File: src/rtl/wb_arbiter_pkg.sv
// wb_arbiter_pkg: shared writeback widths, port count and writeback port record
package wb_arbiter_pkg;

    localparam int AL_IDX_W = 4;
    localparam int PREG_W   = 6;
    localparam int NUM_WB   = 4;

    typedef struct packed {
        logic                valid;
        logic [AL_IDX_W-1:0] al_idx;
        logic [PREG_W-1:0]   rd;
        logic                uses_rd;
    } wb_ifc_t;

    function automatic wb_ifc_t wb_pack(
        input logic [AL_IDX_W-1:0] al_idx,
        input logic [PREG_W-1:0]   rd,
        input logic                uses_rd
    );
        wb_pack = '{valid: 1'b1, al_idx: al_idx, rd: rd, uses_rd: uses_rd};
    endfunction

endpackage

File: src/rtl/wb_rr_picker.sv
// wb_rr_picker: round-robin scan from rr_ptr granting up to NUM_WB requesters in scan order
module wb_rr_picker #(
    parameter int NUM_REQ = 6,
    parameter int NUM_WB  = wb_arbiter_pkg::NUM_WB,
    parameter int PTR_W   = $clog2(NUM_REQ)
) (
    input  logic [NUM_REQ-1:0]           valid,
    input  logic [PTR_W-1:0]             rr_ptr,
    output logic [NUM_REQ-1:0]           grant,
    output logic [NUM_WB-1:0]            port_vld,
    output logic [NUM_WB-1:0][PTR_W-1:0] src_idx,
    output logic [PTR_W-1:0]             next_ptr
);

    localparam int CNT_W = $clog2(NUM_WB + 1);

    logic [CNT_W-1:0] cnt;
    logic [PTR_W-1:0] idx;

    function automatic logic [PTR_W-1:0] wrap(input logic [PTR_W-1:0] p, input int j);
        int s;
        s = int'(p) + j;
        return PTR_W'(s >= NUM_REQ ? s - NUM_REQ : s);
    endfunction

    // walk requesters from rr_ptr; the k-th hit goes to port k, the pointer follows the last hit
    always_comb begin
        grant    = '0;
        port_vld = '0;
        src_idx  = '0;
        next_ptr = rr_ptr;
        cnt      = '0;
        idx      = '0;
        for (int j = 0; j < NUM_REQ; j++) begin
            idx = wrap(rr_ptr, j);
            if (valid[idx] && cnt < CNT_W'(NUM_WB)) begin
                grant[idx] = 1'b1;
                for (int k = 0; k < NUM_WB; k++) begin
                    if (cnt == CNT_W'(k)) begin
                        port_vld[k] = 1'b1;
                        src_idx[k]  = idx;
                    end
                end
                cnt      = cnt + CNT_W'(1);
                next_ptr = wrap(idx, 1);
            end
        end
    end

endmodule

File: src/rtl/wb_arbiter.sv
// wb_arbiter: round-robin arbitration of completion requesters onto registered writeback ports
module wb_arbiter import wb_arbiter_pkg::*; #(
    parameter int NUM_REQ = 6,
    parameter int NUM_WB  = wb_arbiter_pkg::NUM_WB,
    parameter int PTR_W   = $clog2(NUM_REQ)
) (
    input  logic                              clk,
    input  logic                              reset,
    input  logic                              ext_flush,
    input  logic [NUM_REQ-1:0]                req_valid,
    input  logic [NUM_REQ-1:0][AL_IDX_W-1:0]  req_al_idx,
    input  logic [NUM_REQ-1:0][PREG_W-1:0]    req_rd,
    input  logic [NUM_REQ-1:0]                req_uses_rd,
    output logic [NUM_REQ-1:0]                req_ready,
    output wb_ifc_t [NUM_WB-1:0]              o_wb
);

    logic [NUM_REQ-1:0]           pick_valid;
    logic [NUM_REQ-1:0]           grant;
    logic [NUM_WB-1:0]            port_vld;
    logic [NUM_WB-1:0][PTR_W-1:0] src_idx;
    logic [PTR_W-1:0]             next_ptr;
    logic [PTR_W-1:0]             rr_ptr_d, rr_ptr_q;
    wb_ifc_t [NUM_WB-1:0]         wb_d, wb_q;

    // reset and flush hide every request so nothing is granted and the pointer holds
    assign pick_valid = (reset || ext_flush) ? '0 : req_valid;
    assign req_ready  = grant;
    assign o_wb       = wb_q;

    wb_rr_picker #(
        .NUM_REQ (NUM_REQ),
        .NUM_WB  (NUM_WB),
        .PTR_W   (PTR_W)
    ) u_picker (
        .valid    (pick_valid),
        .rr_ptr   (rr_ptr_q),
        .grant    (grant),
        .port_vld (port_vld),
        .src_idx  (src_idx),
        .next_ptr (next_ptr)
    );

    // route each granted requester's fields to its port; idle ports carry all zeros
    always_comb begin
        rr_ptr_d = |grant ? next_ptr : rr_ptr_q;
        wb_d     = '0;
        for (int k = 0; k < NUM_WB; k++) begin
            wb_d[k] = port_vld[k] ? wb_pack(req_al_idx[src_idx[k]], req_rd[src_idx[k]], req_uses_rd[src_idx[k]]) : '0;
        end
    end

    // pointer and writeback registers; reset discards anything already registered
    always_ff @(posedge clk) begin
        if (reset) begin
            rr_ptr_q <= '0;
            wb_q     <= '0;
        end else begin
            rr_ptr_q <= rr_ptr_d;
            wb_q     <= wb_d;
        end
    end

endmodule

File: config.mk
export PLATFORM = sky130hd
export DESIGN_NAME = wb_arbiter
export DESIGN_NICKNAME = d
export VERILOG_FILES = /design/src/rtl/wb_arbiter_pkg.sv /design/src/rtl/wb_rr_picker.sv /design/src/rtl/wb_arbiter.sv
export SDC_FILE = /design/constraint.sdc
export NUM_CORES = 1
export LEC_CHECK = 0
export CORE_UTILIZATION = 35
export DETAILED_ROUTE_END_ITERATION = 10
export DONT_BUFFER_PORTS = 1
export GPL_ROUTABILITY_DRIVEN = 0
export GPL_TIMING_DRIVEN = 1
export MAX_ROUTING_LAYER = met4
export PLACE_DENSITY_LB_ADDON = 0.12
export SYNTH_ARGS = -nofsm -noshare
export SYNTH_HDL_FRONTEND = slang
export SYNTH_SLANG_ARGS = --single-unit
File: constraint.sdc
create_clock -name clk -period 8.28 [get_ports clk]
set_clock_uncertainty 0.15 [all_clocks]
set_input_delay 1.242 -clock clk [delete_from_list [all_inputs] [get_ports clk]]
set_output_delay 1.242 -clock clk [all_outputs]
set_load 0.005 [all_outputs]
# After elaboration in Yosys (flattened, before gate mapping)
# Index checks and enable logic that the tools add are counted.
[totals]
reg_bits = 51
latch_bits = 0
ram_bits = 0
romBits = 0
in_bits = 75
out_inout_bits = 54
wordCells = 259
n_memories = 0
[classes]
addsub = 27
mul = 0
div_mod_pow = 0
n_lt_le_gt_ge = 33
n_eq_ne = 15
n_shift = 0
n_mux = 134
n_bitwise = 9
reduce_logical = 24
[ops]
columns = ["op", "count"]
rows = [
  ["$mux 3", 43],
  ["$mux 12", 9],
  ["$bmux 6 s3", 4],
  ["$mux 6", 11],
  ["$bmux 4 s3", 4],
  ["$ge 4x3->1 const B", 11],
  ["$lt 3x4->1 const B", 10],
  ["$mux 1", 38],
  ["$mux 4", 9],
  ["$sub 3x2->3 const B", 11],
  ["$bmux 1 s3", 10],
  ["$or 6x6->6", 5],
  ["$add 3x1->4 const B", 7],
  ["$eq 3x2->1 const B", 8],
  ["$demux 1 s3", 6],
  ["$ge 3x1->1 const B", 6],
  ["$logic_not 3->1", 5],
  ["$eq 3x1->1 const B", 4],
  ["$lt 3x3->1 const B", 4],
  ["$logic_and 1x1->1", 11],
  ["$add 3x1->3 const B", 3],
  ["$add 3x2->4 const B", 2],
  ["$add 3x3->4 const B", 2],
  ["$reduce_or 2->1", 4],
  ["other kinds (11)", 15],
]

# Logic depth before layout (Yosys ltp)
# Gate-level depths: netlist of the first run.
[logic_depth]
word_depth = 23
depth_mapped = 33
depth_no_buf = 25

# Modules after synthesis
# Synthesis of the first run repeated with hierarchy kept, for this count alone.
[unflattened]
hier_cells = 715
area_unflattened_um2 = 6132.1
[by_module_without_submodules]
columns = ["module", "n_inst", "cells_per_inst", "area_each_um2", "seq_area_each_um2"]
rows = [
  ["wb_arbiter", 1, 339, 3368.2, 1021.0],
  ["wb_rr_picker", 1, 376, 2763.9, 0.0],
]

# Worst setup path after synthesis of the first run
# Ideal clock, no wire load.
[synth_path]
path_kind = "register to output"
start = "register rr_ptr_q[0]"
end = "output port req_ready[2]"
arrival_time_ns = 6.192
required_time_ns = 6.888
path_slack_ns = 0.696
stages_incl_launch_ff = 27
n_path_buf = 4
cell_sequence = "dfxtp_1 buf_4 buf_2 inv_1 buf_1 buf_1 ha_1 a211oi_1 mux2i_1 o21ai_1 nor2_1 ha_1 inv_1 a21oi_2 or2_2 inv_1 ha_1 a211o_1 a21oi_1 a21oi_1 ha_1 ha_1 o221ai_1 nor3_4 a32oi_1 a21oi_1 a21o_1"
[synth_between]
elab_chain_cells = 20
word_cells_on_any_way = 95
classes_between = "add/sub: 15; order compare: 23; mux: 41; bitwise: 5; reduce/logical: 11"
[synth_lines]
columns = ["element", "line", "rtl"]
rows = [
  ["start: declaration", "wb_arbiter.sv:23", "logic [PTR_W-1:0] rr_ptr_d, rr_ptr_q;"],
  ["start signal: assignment", "wb_arbiter.sv:59", "rr_ptr_q <= rr_ptr_d;"],
  ["$sub 3x3->3 / $ge 3x3->1 (equally long branches)", "wb_rr_picker.sv:23", "return PTR_W'(s >= NUM_REQ ? s - NUM_REQ : s);"],
  ["$mux 3", "wb_rr_picker.sv:23", ""],
  ["$bmux 1 s3", "wb_rr_picker.sv:36", "if (valid[idx] && cnt < CNT_W'(NUM_WB)) begin"],
  ["$mux 1 (not written as such)", "wb_rr_picker.sv:36", ""],
  ["$mux 1", "wb_rr_picker.sv:36", ""],
  ["$lt 1x3->1", "wb_rr_picker.sv:36", ""],
  ["$logic_and 1x1->1", "wb_rr_picker.sv:36", ""],
  ["$mux 3", "wb_rr_picker.sv:36", ""],
  ["(+4 left out)", "n/a", ""],
  ["$logic_and 1x1->1", "wb_rr_picker.sv:36", ""],
  ["$mux 3", "wb_rr_picker.sv:36", ""],
  ["$lt 3x3->1", "wb_rr_picker.sv:36", ""],
  ["$logic_and 1x1->1", "wb_rr_picker.sv:36", ""],
  ["$mux 3", "wb_rr_picker.sv:36", ""],
  ["$lt 3x3->1", "wb_rr_picker.sv:36", ""],
  ["$logic_and 1x1->1", "wb_rr_picker.sv:36", ""],
  ["$mux 6 *", "wb_rr_picker.sv:36", ""],
  ["end: declaration", "wb_arbiter.sv:14", "output logic [NUM_REQ-1:0] req_ready,"],
]
# Mark *: on every way between the ends. The rest lies on a longest branch, timed or not. The select of a mux whose other input is x is not followed.

# Worst setup path in the final report of the first run
[layout_path]
start = "register rr_ptr_q[1]"
end = "output port req_ready[1]"
# Same word-level chain as after synthesis.

==> results of run 1 <==
placed cells by master (no fill, tap or decap), types with 6 or more instances in the layout:
cell	count
a21boi_0	24
nor2_1	34
a211oi_2	6
dfxtp_1	50
a221o_1	23
o21ai_1	8
nor3b_1	6
a211oi_1	34
and3_1	9
and2_1	11
a21oi_1	92
mux2i_1	32
buf_4	39
nor3_1	37
inv_1	37
a22o_1	17
o32ai_1	13
a31oi_1	10
mux2_2	17
ha_1	30
a2111oi_0	22
nand4_1	6
a311oi_1	12
nand3_1	63
a22oi_1	25
o21ai_0	70
a221oi_1	18
o22ai_1	23
mux2_1	10
nand2b_1	6
nand2_1	74
o21a_1	6
o211ai_1	9
nor4_1	14
o311a_1	18
registers in the layout (all words and copies together) (netlist names):
signal / cells
o_wb: 48
rr_ptr_q: 3
worst max-delay path: stages, from the launching register on:
cell       delay [ns]
dfxtp_1          0.63
inv_1            0.20
ha_1             0.38
nand2_1          0.11
a2111oi_1        0.55
a311o_2          0.30
inv_4            0.07
ha_1             0.38
inv_1            0.15
a21oi_2          0.05
or2_2            0.37
inv_1            0.10
ha_1             0.25
a211o_1          0.24
a21oi_1          0.23
a21oi_1          0.12
ha_1             0.24
ha_1             0.28
o221ai_1         0.32
nor3_4           0.06
buf_4            0.20
a211oi_1         0.48
o21ai_0          0.24
buf_4            0.19
cells by family (layout without fill, tap and decap cells):
logic type	after synthesis	count (layout)	share of synthesized area
compound gates	486	486	0.457
xor+xnor	10	10	0.0122
fa+ha+maj	33	33	0.0537
buf+inv	140	88	0.0768
flops	51	51	0.130
mux	61	61	0.0835
simple gates	289	289	0.186
worst min path at each step:
| stage | startpoint | to | slack, ns |
|---|---|---|---|
| final | rr_ptr_q[0] | rr_ptr_q[0] | 0.56 |
| after global routing | rr_ptr_q[0] | rr_ptr_q[0] | 0.59 |
| after CTS | rr_ptr_q[0] | rr_ptr_q[0] | 0.56 |
| after detailed placement | rr_ptr_q[0] | rr_ptr_q[0] | 0.55 |
| after global placement | rr_ptr_q[0] | rr_ptr_q[0] | 0.57 |
| after floorplan | rr_ptr_q[1] | rr_ptr_q[1] | 0.49 |
synthesized netlist by cell type (7+ instances only):
cell type / n / area share
a21oi_1: 93 / 0.059
nand2_1: 74 / 0.036
o21ai_0: 70 / 0.045
nand3_1: 63 / 0.040
clkbuf_1: 55 / 0.026
dfxtp_1: 51 / 0.13
inv_1: 38 / 0.018
nor3_1: 38 / 0.024
a211oi_1: 34 / 0.033
nor2_1: 34 / 0.016
ha_1: 32 / 0.051
mux2i_1: 32 / 0.041
buf_2: 29 / 0.019
a22oi_1: 25 / 0.024
a21boi_0: 24 / 0.023
a2111oi_0: 23 / 0.026
a221o_1: 23 / 0.029
o22ai_1: 23 / 0.018
a221oi_1: 18 / 0.020
o311a_1: 18 / 0.023
a22o_1: 17 / 0.019
mux2_2: 17 / 0.024
nor4_1: 14 / 0.011
o32ai_1: 13 / 0.015
a311oi_1: 12 / 0.013
and2_1: 11 / 0.0088
a31oi_1: 10 / 0.0080
mux2_1: 10 / 0.014
and3_1: 9 / 0.0072
o211ai_1: 9 / 0.0086
o21ai_1: 8 / 0.0051
buf_1: 7 / 0.0034
buf_4: 7 / 0.0067
metrics by stage:
stage | setup slack, ns | instance area, um^2 | cells | utilization | hold WS (ns)
6_report | 0.405 | 8210 | 1298 | 0.375 | 0.564
5_1_grt | 0.0551 | 8210 | 1298 | 0.375 | 0.591
3_5_place_dp | 0.618 | 8050 | 1290 | 0.368 | 0.552
2_1_floorplan | 0.696 | 7820 | 1070 | - | 0.490
4_1_cts | 0.305 | 8210 | 1298 | 0.375 | 0.565
3_3_place_gp | 0.824 | 8050 | 1290 | 0.368 | 0.571
routing by layer:
layer  wire (um)  GRT usage  vias up
met5           0          -        -
met4         518     0.0609        0
met3        3580     0.0719       37
met2       13100      0.382      464
met1       15700      0.432     4327
li1            -          -     4150
timing repair:
action | 4_1_cts | 5_1_grt
hold endpoints to repair | 0 | 0
resized for setup | 0 | 3
setup endpoints to repair | 0 | 4
final cells by class:
| type | instances | area, um^2 | share of cell area |
|---|---|---|---|
| flip-flops and latches | 51 | 1020 | 0.125 |
| well taps | 280 | 350 | 0.0427 |
| clock buffers | 5 | 125 | 0.0152 |
| clock inverters | 3 | 28.8 | 0.00350 |
| inverters | 41 | 159 | 0.0193 |
| repair buffers | 39 | 293 | 0.0356 |
| multi-input cells | 879 | 6230 | 0.759 |
==> out/metrics.cfg, run 1 <==
[logic_synthesis]
synth-edff-count = 0
synth.distinct_cells = 92
synth_area_per_cell_um2 = 7.31
synth_ff_type = dfxtp_1
synth_cells = 1070
async_flop_share = 0
syn-num-nets = 1178
ys_ff_latch = 51
synthesis.area_um2 = 7820
yosysWarnings = 0
ys_seq_area_frac = 0.130

[routing]
drt_first_pass_iters = 5
routed_wl_um = 33000
drtIter0Drc = 811
ant_nets = 0
viasPerCell = 6.92
drc = 0
vias = 8978
routedWlPerCell_um = 25.4

[global_route]
antenna_found_initial = 0
grt-ovfl-total = 0
grt_pass1_vias = 8017
grt_max_degree = 64
grt_pass1_wl_um = 49400
grtUsageTotal = 0.290

[critical_path]
crit_start = rr_ptr_q[1]
worstReg2RegEnd = o_wb[46]
arrival_ns = 6.48
end_kind = primary output
cp-endpoint = req_ready[1]
start_kind = flip-flop
critical_path_class = reg2out
worst_ep_required_time_ns = 6.89
r2r_cells = 26
r2r_start = rr_ptr_q[1]
critPathMaxFanout = 11
rrSetupSlack_ns = 0.81

[timing]
rsz0062_at_grt = no
finalMaxSlewViolations = 0
slew_headroom = 0.154
finalCritPeriodShare = 0.951
finalSetupTns_ns = 0
setup_violations = 0
final-hold-violation-count = 0
fmax_mhz = 127
min_period_ns = 7.87
tightest_slew_ns = 1.27

[finish]
drive_gt1_frac = 0.111
antennaDiodeCount = 0
nets = 1125
syn2layout_area_growth_pct = 4.97
fill_cells = 2345

[clocking]
clkTransAtPathRegs_ns = 0.09
postCtsHoldBufs = 0
clock-sinks = 51
insertion_delay_ns = 0.32
cts_buffers = 5
clockBufferDepth = 2
post_cts_buffers = 0
cts-root-buf = clkbuf_16
cts_tree = done
cts_max_level = 2

[floorplanning]
core_um2 = 21900
die_w_um = 152
die_h_um = 152
ioPinCount = 129
num_rows = 54
dieArea_um2 = 23000
start_util = 0.357

[placed_design]
port_buffers = 0
hpwlAfterDp_um = 24700

[run_status]
status = finished, final reports clean

[worst_hold_path]
min_path_cells = 2
min_path_type = reg2reg

[job]
cap_violations = 0

Power of run 1 is not shown: default switching activity piles up to over one toggle a cycle in this logic, so the estimate is an artifact.
==> run 2, diff against run 1 <==
CORE_MARGIN = 1.5   (was default)
==> run 2 against run 1 <==
Against the previous run:
- setup slack got worse by 0.015 ns
- maximum frequency decreased by 0.18%
- critical path depth decreased by 2
- global-route usage decreased by 0.66 points
- non-clock buffer count decreased by 4
- cell area decreased by 0.38%
- sequential cell count unchanged
- routed wire length increased by 1.4%
- utilization decreased by 0.14 points
- register-to-register slack got worse by 0.26 ns
- via count decreased by 0.32%
==> out/metrics.cfg, run 2 (same netlist as run 1, synthesis figures left out) <==
[routing]
ant_nets = 0
vias = 8949
drc = 0
routedWlPerCell_um = 25.9
drtIter0Drc = 1075
routed_wl_um = 33500
drt_first_pass_iters = 5
viasPerCell = 6.92

[clocking]
insertion_delay_ns = 0.32
cts_max_level = 2
clock-sinks = 51
cts_tree = done
cts-root-buf = clkbuf_16
clkTransAtPathRegs_ns = 0.09
post_cts_buffers = 0
clockBufferDepth = 2
cts_buffers = 5

[timing]
hold_ws_ns = 0.554
fmax_mhz = 127
rsz0062_at_grt = no
finalCritPeriodShare = 0.953
tightest_slew_ns = 1.02
postLayoutSetupSlackWorst_ns = 0.391
finalMaxSlewViolations = 0
setup_violations = 0
finalSetupTns_ns = 0
min_period_ns = 7.89
slew_headroom = 0.322
final-hold-violation-count = 0

[finish]
multi_input_comb_area_um2 = 6230
antennaDiodeCount = 0
final_cell_mix = a21oi_1, nand2_1, o21ai_0
fill_cells = 2356
final_common_cell = a21oi_1
nets = 1121
fin_util = 0.374
syn2layout_area_growth_pct = 4.57
drive_gt1_frac = 0.107
largest_reg_flops = 48
register_area_um2 = 1020

[critical_path]
critPathMaxFanout = 11
arrival_ns = 6.50
critical_path_class = reg2out
path_cells = ha_1 -> xor2_1 -> mux2i_1 -> o21ai_1 -> nor2_1 -> ha_1 -> inv_1 -> a21oi_2 -> or2_2 -> inv_1 -> ha_1 -> a211o_1 -> a21oi_1 -> a21oi_1 -> ha_1 -> ha_1 -> o221ai_1 -> nor3_4 -> a211oi_1 -> o21ai_0 -> buf_4
worst-path-buf-inv = 3
cp_slowest_stage_delay_ns = 0.59
start_kind = flip-flop
worst_ep_required_time_ns = 6.89
crit_slowest_cell = dfxtp_1
path_delay_family = compound AO/OA/AOI/OAI gates
end_kind = primary output
crit_top_cell = ha_1

[floorplanning]
die_w_um = 153
num_rows = 54
ioPinCount = 129
start_util = 0.357
die_h_um = 153
dieArea_um2 = 23300
core_um2 = 21900

[global_route]
grt_pass1_vias = 7852
grtUsageTotal = 0.283
antenna_found_initial = 0
grt-ovfl-total = 0
grt_max_degree = 65
grt_pass1_wl_um = 50700

[placed_design]
port_buffers = 0
hpwlAfterDp_um = 25000
place_ws_ns = 0.608

[run_status]
status = finished, final reports clean

[job]
cap_violations = 0

[worst_hold_path]
min_path_type = reg2reg

run 2: cell count changes in the layout (fill, tap and decap cells not counted):
cell       before  now
buf_4          39   35
a2111oi_1       1    0
a2111oi_0      22   23
run 2: tightest hold or removal path: stages (launching register included):
cell and delay (ns):
dfxtp_4 0.47, o21ai_0 0.13, a21oi_1 0.07
run 2: final cells by class:
class                           instances  area share
Multi-Input combinational cell        879       0.762
Sequential cell                        51       0.125
Tap cell                              280      0.0428
Timing Repair Buffer                   35      0.0321
Inverter                               41      0.0194
Clock buffer                            5      0.0153
Clock inverter                          3     0.00352
run 2: final timing paths:
check | cells past startpoint | end | slack, ns | from
worst min register to register | 2 | rr_ptr_q[0] | 0.55 | rr_ptr_q[0]
worst max-delay path | 21 | req_ready[1] | 0.39 | rr_ptr_q[1]
worst max register to register | 24 | o_wb[34] | 0.55 | rr_ptr_q[1]
worst min-delay path | 2 | rr_ptr_q[0] | 0.55 | rr_ptr_q[0]
run 2: per-stage QoR:
step,area (um^2),std cells
after floorplan,7820,1070
after global placement,8020,1286
after detailed placement,8020,1286
after CTS,8180,1294
after global routing,8180,1294
final,8180,1294
run 2: what timing repair did:
action / 4_1_cts / 5_1_grt
hold buffers: 0 / 0
setup endpoints to repair: 0 / 11
gates resized for setup: 0 / 2
run 2: per-layer routing:
layer | wire, um | global-route usage
met5 | 0 | -
met4 | 359 | 0.0444
met3 | 3640 | 0.0717
met2 | 13600 | 0.380
met1 | 15900 | 0.424
Power of run 2 is left out for the same reason.
==> run 3, diff against run 2 <==
CELL_PAD_IN_SITES_DETAIL_PLACEMENT = 1   (was default)
CELL_PAD_IN_SITES_GLOBAL_PLACEMENT = 1   (was default)
==> run 3 against run 2 <==
Against the previous run:
- maximum frequency is 1.0% higher
- cell area is 0.12% higher
- first-iteration DRC count is 20% lower
- global-route usage is 3.1 points higher
- routed wire length is 8.4% higher
- setup slack better by 0.081 ns
- utilization hardly changed
- register-to-register slack hardly changed
- via count is 1.9% higher
- critical path depth is 1 higher
- highest routed layer unchanged
==> out/metrics.cfg, run 3 (same netlist as run 1, synthesis figures left out) <==
[run_status]
status = finished, final reports clean

[floorplanning]
ioPinCount = 129
dieArea_um2 = 23300
die_h_um = 153
start_util = 0.357
core_um2 = 21900
num_rows = 54
die_w_um = 153

[finish]
fin_util = 0.374
fill_cells = 2729
nets = 1123
largest_reg_flops = 48
final_common_cell = a21oi_1
drive_gt1_frac = 0.107
antennaDiodeCount = 0
multi_input_comb_area_um2 = 6230
syn2layout_area_growth_pct = 4.70
final_cell_mix = a21oi_1, nand2_1, o21ai_0
register_area_um2 = 1020

[timing]
fmax_mhz = 128
setup_violations = 0
finalMaxSlewViolations = 0
slew_headroom = 0.367
rsz0062_at_grt = no
finalSetupTns_ns = 0
final-hold-violation-count = 0
min_period_ns = 7.81
tightest_slew_ns = 0.949
finalCritPeriodShare = 0.943

[critical_path]
crit_slowest_cell = dfxtp_1
worst_ep_required_time_ns = 6.89
path_cells = ha_1 -> nand2_1 -> a2111oi_0 -> a311o_2 -> inv_4 -> ha_1 -> inv_1 -> a21oi_2 -> or2_2 -> inv_1 -> ha_1 -> inv_1 -> ha_1 -> nand2_1 -> a21oi_2 -> nor2_1 -> ha_1 -> o221ai_1 -> nor3_4 -> a32oi_1 -> a21oi_1 -> a21o_1
arrival_ns = 6.42
critPathMaxFanout = 18
worst-path-buf-inv = 4
cp.depth = 22
path_delay_family = compound AO/OA/AOI/OAI gates
end_kind = primary output
critical_path_class = reg2out
cp_slowest_stage_delay_ns = 0.62
crit_top_cell = ha_1
start_kind = flip-flop
r2r_cells = 24

[clocking]
ctsResizeCount = 0
clockBufferDepth = 2
clock-sinks = 51
cts_tree = done
post_cts_buffers = 0
cts_max_level = 2
insertion_delay_ns = 0.33
cts-root-buf = clkbuf_16
cts_buffers = 5
clkTransAtPathRegs_ns = 0.10
postCtsHoldBufs = 0

[job]
cap_violations = 0

[global_route]
grt_max_degree = 61
grt_pass1_vias = 8637
grt-ovfl-total = 0
grtUsageTotal = 0.314
antenna_found_initial = 0
grt_pass1_wl_um = 55900

[routing]
drt_first_pass_iters = 5
drtIter0Drc = 860
ant_nets = 0
vias = 9117
routed_wl_um = 36300
viasPerCell = 7.03
routedWlPerCell_um = 28.0
drc = 0

[placed_design]
hpwlAfterDp_um = 27400
port_buffers = 0

[worst_hold_path]
min_path_cells = 2
min_path_type = reg2reg

-- run 3: worst reg2reg max path, delay by kind of cell (launching register included) --
family / cells / cell delay (ns)
buffers and inverters: 5 / 0.70
AOI/OAI and AO/OA: 6 / 1.81
and+or+nand+nor: 8 / 2.62
adders and majority gates: 5 / 1.72
DFF: 1 / 0.62
-- run 3: routing by layer --
layer  share of wire  GRT usage  vias up
li1                -          -     4121
met1            0.49      0.473     4517
met2            0.40      0.425      442
met3           0.099     0.0737       37
met4           0.014     0.0504        0
met5               0          -        -
-- run 3: through the flow --
stage / instances / instance area [um^2] / hold slack (ns) / setup WS, ns
finish: 1296 / 8190 / 0.560 / 0.471
detailed placement: 1288 / 8040 / 0.549 / 0.640
global placement: 1288 / 8040 / 0.555 / 0.795
floorplan: 1070 / 7820 / 0.490 / 0.696
CTS: 1296 / 8190 / 0.567 / 0.538
global route: 1296 / 8190 / 0.621 / 0.0242
-- run 3: area by class of cell --
type                       count  share of cell area
multi-input combinational    879               0.760
sequential                    51               0.125
tap                          280              0.0428
timing repair buffer          37              0.0339
inverter                      41              0.0194
clock buffer                   5              0.0153
clock inverter                 3             0.00351
-- run 3: worst paths after layout --
| kind | startpoint | to | slack [ns] |
|---|---|---|---|
| setup / recovery | rr_ptr_q[1] | req_ready[2] | 0.47 |
| hold / removal | rr_ptr_q[0] | rr_ptr_q[0] | 0.56 |
| setup reg to reg | rr_ptr_q[1] | o_wb[27] | 0.56 |
| hold reg to reg | rr_ptr_q[0] | rr_ptr_q[0] | 0.56 |
Power of run 3 is left out for the same reason.
==> variant (config.mk and constraints of run 3) <==
`NUM_REQ` is set to 6 in 2 places; all go to 7.
--- a/src/rtl/wb_rr_picker.sv
+++ b/src/rtl/wb_rr_picker.sv
@@ -2,3 +2,3 @@
 module wb_rr_picker #(
-    parameter int NUM_REQ = 6,
+    parameter int NUM_REQ = 7,
     parameter int NUM_WB  = wb_arbiter_pkg::NUM_WB,
--- a/src/rtl/wb_arbiter.sv
+++ b/src/rtl/wb_arbiter.sv
@@ -2,3 +2,3 @@
 module wb_arbiter import wb_arbiter_pkg::*; #(
-    parameter int NUM_REQ = 6,
+    parameter int NUM_REQ = 7,
     parameter int NUM_WB  = wb_arbiter_pkg::NUM_WB,
Interface: changed (5 resized); port bits go from 129 to 142. No check against the original RTL was run, so the function may have changed too.
==> variant against run 3 <==
Setup slack got worse by 0.15 ns. Critical path depth grew 4. Synthesized area up 6.4%. Sequential cell count is the same. Die area rose by 6.3%. Wire length decreased by 1.5%. Final area grew 11%. Critical path type unchanged.
Power is left out: the tool's default activity adds up to more than one toggle a clock period on the data nets, which glitch-free logic cannot reach.
==> variant: results (changes against run 3) <==
Run status
  – Status: complete, no violations

Global routing
  – GRT met1 Usage: 0.410 (-0.0623)
  – Met3 Resource Use GR: 0.0487 (-0.0249)
  – First-pass GRT wire length: 53300 um (-4.5%)
  – Met2 Usage GRT: 0.433 (+0.00828)
  – Vias in the first global route: 8489 (-1.7%)
  – GRT Overall Usage: 0.292 (-0.0224)
  – Largest net degree at the start of global routing: 34 (-44%)

Synth
  – Main synth FF type: dfxtp_1
  – Top cells by count, synth: mux2i_1 (115), nand2_1 (77), nor2_1 (52)
  – Synth Area in Adders: 0.0709 (+0.0172)
  – Mux cell area share after synthesis: 0.233 (+0.150)
  – Cell with the most instances after synthesis: mux2i_1
  – Warnings, synthesis: 0 (unchanged)
  – Syn Nets: 1140 (-3.2%)
  – Synth area leaders: mux2i_1 (14%), dfxtp_1 (12%), ha_1 (6.6%)
  – Register area share after synthesis: 0.123 (-0.00786)
  – Unique masters post-synth: 100 (+8.7%)
  – Compound-cell area share of the yosys netlist: 0.306 (-0.151)
  – Post-Synthesis Cells: 1007 (-5.9%)
  – Synth Area in XOR/XNOR: 0.0218 (+0.00964)

Layout
  – Final instance area: 0.00912 mm2 (+11%)
  – Share of cells above drive strength 1: 0.191 (+0.0836)
  – Logic inverters: 57 (+39%)
  – Fillers: 2815 (+3.2%)
  – Multi-input combinational cell area: 0.00680 mm2 (+9.1%)
  – Clock buf/inv share: 0.0170 (-0.00177)
  – #MultiIn Comb: 822 (-6.5%)
  – Ant. Diodes: 0 (unchanged)
  – Finished Layout Cells: 1325 (+2.2%)
  – Sequential fraction of total cell area: 0.113 (-0.0124)
  – CLK BUF: 6 (+1)
  – Non-clk bufs: 68 (+84%)
  – Max reg flops: 48 (unchanged)
  – Signal buffers share of area: 0.0574 (+0.0234)

CTS
  – Total CTS buffers: 5 (unchanged)
  – Clk pin slew, worst setup/hold paths: 0.07 ns (-0.03 ns)
  – Clk_lat worst skew: 0.30 ns (-0.03 ns)

Route
  – Wl on met1: 16900 um (-4.6%)
  – Drt initial violations: 791 (-8.0%)
  – Vias/cell: 6.52 (-7.4%)
  – DRT Pass-1 Iters: 5 (unchanged)
  – Met2 WL: 15800 um (+9.3%)
  – Met3 wire length: 2290 um (-36%)
  – Routed WL: 35700 um (-1.5%)

Setup path
  – Crit path max-delay family: adder cells
  – CP max stage delay: 0.53 ns (-0.09 ns)
  – Slowest-stage cell, CP: fa_1
  – Critical path fanouts, max: 12 (-6)

Placement
  – Placed Area: 0.00884 mm2 (+10%)
  – Pre-CTS setup slack: -0.188 ns (-0.828 ns)
  – Post-DP HPWL: 27300 um (-0.42%)
  – Cells after DPL: 1311 (+1.8%)

Timing
  – Least-Margin Pin Slew: 1.14 ns (+0.195 ns)
==> variant: cell types whose count changed in the layout (fill, tap and decap cells not counted), moves of 22 or more <==
cell       change
nand3_1       -33
a211oi_1      -22
nor3_1        -23
mux2i_1       +82
a21boi_0      -24
o21ai_0       -31
a221oi_1      +23
a2111oi_0     -23
buf_4         +30
a21oi_1       -52
==> variant: path summary, 6_finish.rpt <==
kind	startpoint	endpoint	slack (ns)	depth (start not counted)
max reg2reg	rr_ptr_q[1]	o_wb[27]	0.42	31
min	rr_ptr_q[2]	rr_ptr_q[2]	0.47	2
max	rr_ptr_q[1]	req_ready[2]	0.32	26
min reg2reg	rr_ptr_q[2]	rr_ptr_q[2]	0.47	2
==> variant: repair_timing <==
action | in CTS | in global routing
hold buffers | 0 | 0
endpoints found under the setup margin | 19 | 52
buffers inserted | 1 | 5
resized for setup | 6 | 16
pin swaps | 1 | 2
